### config.mk
export PLATFORM = sky130hd
export DESIGN_NAME = fifo_sync_wc
export DESIGN_NICKNAME = d
export VERILOG_FILES = /design/src/rtl/fifo_sync_wc.sv
export SDC_FILE = /design/constraint.sdc
export NUM_CORES = 1
export LEC_CHECK = 0
export ABC_AREA = 1
export CAP_MARGIN = 20
export CORE_MARGIN = 1.5
export CORE_UTILIZATION = 45
export DETAILED_ROUTE_END_ITERATION = 8
export HOLD_SLACK_MARGIN = 0.06
export PLACE_DENSITY = 0.66
export SLEW_MARGIN = 10
export SYNTH_ARGS = -nofsm -noshare
export SYNTH_HDL_FRONTEND = slang
export SYNTH_SLANG_ARGS = --single-unit
### constraint.sdc
create_clock -name clk -period 5.1 [get_ports clk]
set_input_delay 1.53 -clock clk [delete_from_list [all_inputs] [get_ports clk]]
set_output_delay 1.53 -clock clk [all_outputs]
set_load 0.02 [all_outputs]
### src/rtl/fifo_sync_wc.sv
// Width-converting sync FIFO: packs pRATIO narrow writes into wide words, stores and reads wide words.
// Latency: a completed or flushed word is readable the cycle after its push; rdata is registered unless pFALLTHROUGH.
// Backpressure: writes are dropped with an overflow pulse when full; reads on empty give an underflow pulse. Optional max_level via FIFO_SYNC_WC_HIGHWATER_EN.
module fifo_sync_wc #(
    parameter int pIN_WIDTH    = 8,
    parameter int pRATIO       = 4,
    parameter int pDEPTH       = 32,
    parameter int pFALLTHROUGH = 0,
    localparam int pADDR_WIDTH = $clog2(pDEPTH),
    localparam int pOUT_WIDTH  = pIN_WIDTH * pRATIO
) (
    input  logic                   clk,
    input  logic                   rst_n,
    input  logic                   clear,
    input  logic                   wen,
    input  logic [pIN_WIDTH-1:0]   wdata,
    input  logic                   flush,
    output logic                   full,
    output logic                   overflow,
    input  logic                   ren,
    output logic [pOUT_WIDTH-1:0]  rdata,
    output logic                   empty,
    output logic                   underflow,
    output logic [pADDR_WIDTH:0]   level,
    output logic [2:0]             partial,
    input  logic [pADDR_WIDTH:0]   af_thresh,
    output logic                   almost_full,
    input  logic [pADDR_WIDTH:0]   ae_thresh,
    output logic                   almost_empty,
    output logic [pADDR_WIDTH:0]   max_level
);

    localparam logic [2:0]           LAST_SLOT = 3'(pRATIO - 1);
    localparam logic [pADDR_WIDTH:0] DEPTH_LVL = (pADDR_WIDTH + 1)'(pDEPTH);

    logic [pADDR_WIDTH:0]  wptr_q, rptr_q;
    logic [2:0]            partial_q, partial_d;
    logic [pOUT_WIDTH-1:0] pack_q, pack_merged;
    logic                  overflow_q, underflow_q;
    logic [pOUT_WIDTH-1:0] mem [pDEPTH];

    logic store_full, wr_acc, rd_acc, word_push, flush_push, push, pending;

    assign level      = wptr_q - rptr_q;
    assign empty      = (level == '0);
    assign store_full = (level == DEPTH_LVL);
    // Full only once the pack register is also one slot from completing a word
    assign full       = store_full && (partial_q == LAST_SLOT);

    assign wr_acc     = wen && !full && !clear;
    assign rd_acc     = ren && !empty && !clear;
    assign word_push  = wr_acc && (partial_q == LAST_SLOT);
    assign pending    = (partial_q != 3'd0) || wr_acc;
    assign flush_push = flush && !clear && !word_push && pending && !store_full;
    assign push       = word_push || flush_push;

    always_comb begin
        pack_merged = pack_q;
        for (int k = 0; k < pRATIO; k++) begin
            if (wr_acc && (partial_q == 3'(k)))
                pack_merged[k*pIN_WIDTH +: pIN_WIDTH] = wdata;
        end
    end

    always_comb begin
        partial_d = partial_q;
        if (push)
            partial_d = 3'd0;
        else if (wr_acc)
            partial_d = partial_q + 3'd1;
    end

    // Pack register is zeroed after every push so flushed words are zero-padded
    always_ff @(posedge clk or negedge rst_n) begin
        if (!rst_n) begin
            wptr_q      <= '0;
            rptr_q      <= '0;
            partial_q   <= 3'd0;
            pack_q      <= '0;
            overflow_q  <= 1'b0;
            underflow_q <= 1'b0;
        end else if (clear) begin
            wptr_q      <= '0;
            rptr_q      <= '0;
            partial_q   <= 3'd0;
            pack_q      <= '0;
            overflow_q  <= 1'b0;
            underflow_q <= 1'b0;
        end else begin
            if (push)
                wptr_q <= wptr_q + 1'b1;
            if (rd_acc)
                rptr_q <= rptr_q + 1'b1;
            partial_q   <= partial_d;
            pack_q      <= push ? '0 : pack_merged;
            overflow_q  <= wen && full;
            underflow_q <= ren && empty;
        end
    end

    always_ff @(posedge clk) begin
        if (push)
            mem[wptr_q[pADDR_WIDTH-1:0]] <= pack_merged;
    end

    generate
        if (pFALLTHROUGH != 0) begin : g_fwft
            assign rdata = mem[rptr_q[pADDR_WIDTH-1:0]];
        end else begin : g_reg_rd
            logic [pOUT_WIDTH-1:0] rdata_q;
            always_ff @(posedge clk or negedge rst_n) begin
                if (!rst_n)
                    rdata_q <= '0;
                else if (rd_acc)
                    rdata_q <= mem[rptr_q[pADDR_WIDTH-1:0]];
            end
            assign rdata = rdata_q;
        end
    endgenerate

    assign overflow     = overflow_q;
    assign underflow    = underflow_q;
    assign partial      = partial_q;
    assign almost_full  = (level >= af_thresh);
    assign almost_empty = (level <= ae_thresh);

`ifdef FIFO_SYNC_WC_HIGHWATER_EN
    logic [pADDR_WIDTH:0] max_level_q;
    always_ff @(posedge clk or negedge rst_n) begin
        if (!rst_n)
            max_level_q <= '0;
        else if (clear)
            max_level_q <= '0;
        else if (level > max_level_q)
            max_level_q <= level;
    end
    assign max_level = max_level_q;
`else
    assign max_level = '0;
`endif

endmodule
==> impl_metrics.ini <==
[status]
outcome = finished, violations left
violations = DRC

[logic_synthesis]
synth_compound_area_share_pct = 12.9
synthMuxAreaShare_pct = 0
synth_simple_gate_area_share_pct = 8.55
synthCells = 3375
yosysUniqueCellTypes = 37
ys_ff_latch = 1105
yosysWarnings = 0
synthesis.area_um2 = 44100
synth_top_family_by_area = compound AO/OA/AOI/OAI gates
syn_area_per_cell_um2 = 13.1
synth_xor_area_share_pct = 0.0993
yosysSeqAreaShare_pct = 74.3
synthAdderAreaFrac_pct = 0.811

[drt]
drtAntennaViolNets = 0
drt_iter0_drc = 3752
drc = 8
num_vias = 28300
via_per_inst = 5.91
wl_per_cell_um = 24.6
drt-total-wl_um = 118000
dr.pass1.iters = 8

[cells_and_area]
stdcell_count = 4796
final_cell_mix = edfxtp_1, nor2_1, o21ai_0
final_nets = 3478
synthToLayoutAreaGrowth_pct = 13.5
nFillCells = 8028
final_common_cell = edfxtp_1
layout-drive-gt1-share_pct = 9.47

[worst_setup_path]
r2r-end = mem[28][6]
critPathLaunch = af_thresh[1]
regToRegSetupSlack_ns = 1.34
reg2reg_depth = 15
slowest_stage = clkdlybuf4s50_1
critPathLaunchType = input port
critical-path-max-stage-delay_ns = 0.45
crit_path_end_kind = primary output
cp_common_cell = a21boi_0
path_max_fanout = 1
timing.rr.start = wptr_q[0]
critical_path_class = input port to primary output
endpoint = almost_full
crit_arrival_ns = 3.36
crit_required_ns = 3.57
crit_chain = clkdlybuf4s50_1 > inv_1 > ha_1 > a21boi_0 > o21ai_1 > a21boi_0 > o21a_1 > o21ai_0 > nand2_1 > dlygate4sd2_1

[floorplanning]
start_util_pct = 45.5
io_pins = 79
die_h_um = 316
die_x_um = 316
dieArea_um2 = 99900
core_area_um2 = 96900
fp-row-count = 114

[timing]
finalCritPeriodShare_pct = 95.8
fin_skew_ns = 0.0341
maxSlewViolCount = 0
finalSetupViolCount = 0
fmax_mhz = 205
relSlewSlack_pct = 23.2
rsz0062_at_grt = no
worst_pin_slew_ns = 1.15
setup_ws_ns = 0.215
period_minus_slack_ns = 4.89
hold_viol = 0

[global_route]
grt_pass1_wl_um = 175000
grt_max_degree = 220
grt_usage_pct = 23.6
globalRouteOverflowTotal = 0
grt_antenna_before_repair = 4
grt_pass1_vias = 27300

[placed_design]
dpl.hpwl_um = 59600
portBuffers = 72
preCtsSetupSlack_ns = -0.0603
dp.cells = 4588
place.gp.congestion = 0.781

[pwr]
seqPwrFrac_pct = 43.4
ir_worst_vdd_mv = 0.438
p_sw_mw = 7.31
power_density_nw_per_um2 = 471
p_int_mw = 16.3
total_power_mw = 23.6
power_frac_comb_pct = 23.5
p_leak_nw = 17.3
p_sw_share_pct = 31.0
power_frac_clock_pct = 33.1

[clock_tree]
cts_num_sinks = 1105
clockBufferDepth = 3
h-tree-depth = 3
insertion_delay_ns = 0.68
cts-root-buf = clkbuf_16
tritoncts = done
path_clk_slew_ns = 0.06
cts_inserted_buffers = 109

[flow_run]
cap_violations = 0

[hold_path]
hp-class = register to register
==> final cells by class <==
cell class / count / area, µm² / share of cell area [%]
multi-input combinational: 1911 / 10100 / 20.1
tap: 1276 / 1600 / 3.19
sequential: 1105 / 32800 / 65.5
clock buffer: 163 / 3110 / 6.22
timing repair buffer: 180 / 1660 / 3.31
inverter: 117 / 455 / 0.909
antenna: 5 / 12.5 / 0.0250
clock inverter: 39 / 362 / 0.722
==> synthesized netlist by cell type <==
library cell	number	area, µm²
ha_1	27	338
buf_6	4	45.0
nor2_4	1	11.3
nand4_1	8	50.1
inv_2	3	11.3
o31ai_1	3	22.5
clkinv_1	5	18.8
buf_1	15	56.3
clkbuf_1	197	739
nor2_2	3	18.8
nand3_2	3	30.0
o22ai_1	128	801
nand2_4	3	33.8
buf_8	1	15.0
edfxtp_1	1024	30700
dfrtp_1	81	2030
nand3b_1	2	15.0
nand2_1	155	582
nand2_2	5	31.3
nor3_1	35	175
a32o_1	1	10.0
a21oi_1	4	20.0
nand3_1	120	601
o211ai_1	160	1200
o21a_1	1	7.51
a21boi_0	2	15.0
fa_1	1	20.0
xor2_1	5	43.8
o21ai_0	552	2760
buf_2	24	120
o221ai_1	96	841
conb_1	1	3.75
buf_4	6	45.0
inv_1	109	409
o21bai_1	1	7.51
nor2_1	588	2210
nand3_4	1	17.5
==> per-stage QoR <==
stage          area (µm²)  hold WS (ns)  setup TNS [ns]  util, %
2_1_floorplan       44100         0.536          -82.41        -
3_3_place_gp        46600         0.468          -0.107     48.1
3_5_place_dp        46600         0.468         -0.0603     48.1
4_1_cts             50000         0.485               0     51.7
5_1_grt             50100         0.507               0     51.7
6_report            50100         0.478               0     51.7
==> worst min path at each step <==
stage	start	to	slack [ns]	cells after the start
final	rdata[31]	rdata[31]	0.48	2
after global routing	rdata[0]	rdata[0]	0.51	2
after CTS	rdata[31]	rdata[31]	0.49	2
after detailed placement	rdata[31]	rdata[31]	0.47	2
after global placement	rdata[11]	rdata[11]	0.47	2
after floorplan	wptr_q[5]	wptr_q[5]	0.54	2
==> power groups by stage <==
| stage | combinational (mW) | clock, mW | sequential [mW] |
|---|---|---|---|
| floorplan | 3.62 | 0 | 10.6 |
| global placement | 5.45 | 0 | 10.4 |
| detailed placement | 5.52 | 0 | 10.4 |
| CTS | 5.54 | 7.91 | 10.2 |
| global route | 6.12 | 8.26 | 10.3 |
| finish | 5.54 | 7.82 | 10.2 |
==> metal layers <==
layer	part of all wire (%)	vias up	track usage [%]	routed length [µm]
met5	0.0068	-	0	8
met4	3.3	2	8.04	3940
met3	8.8	245	4.07	10300
met2	46	1277	36.8	54500
met1	42	14100	33.6	49100
li1	-	12700	-	-
==> cells by family (layout without fill, tap and decap cells) <==
| kind of cell | Yosys count | after routing |
|---|---|---|
| AND/OR/NAND/NOR | 924 | 924 |
| flip-flops | 1105 | 1105 |
| other | 1 | 11 |
| AO/OA/AOI/OAI | 948 | 948 |
| buffers and inverters | 364 | 499 |
| adder cells (fa/ha/maj) | 28 | 28 |
| XOR/XNOR | 5 | 5 |
==> sequential cells by signal, indices dropped and copies added, names as in the netlist <==
signal,count
mem,1024
overflow,1
pack_q,32
partial,3
rdata,32
rptr_q,6
underflow,1
wptr_q,6
==> critical path, delay by kind of cell <==
family	cells	cell delay, ns
buffers and inverters	3	0.81
adders and majority gates	1	0.25
AOI/OAI and AO/OA	5	0.70
and+or+nand+nor	1	0.06
==> timing repair <==
item / in CTS / in global routing
gates resized for setup: 3 / 6
setup endpoints to repair: 2 / 2
hold endpoints to repair: 0 / 0
hold buffers: 0 / 0
buffers inserted: 0 / 1
cloned: 0 / 0
Power figures use the tool's default switching activity.
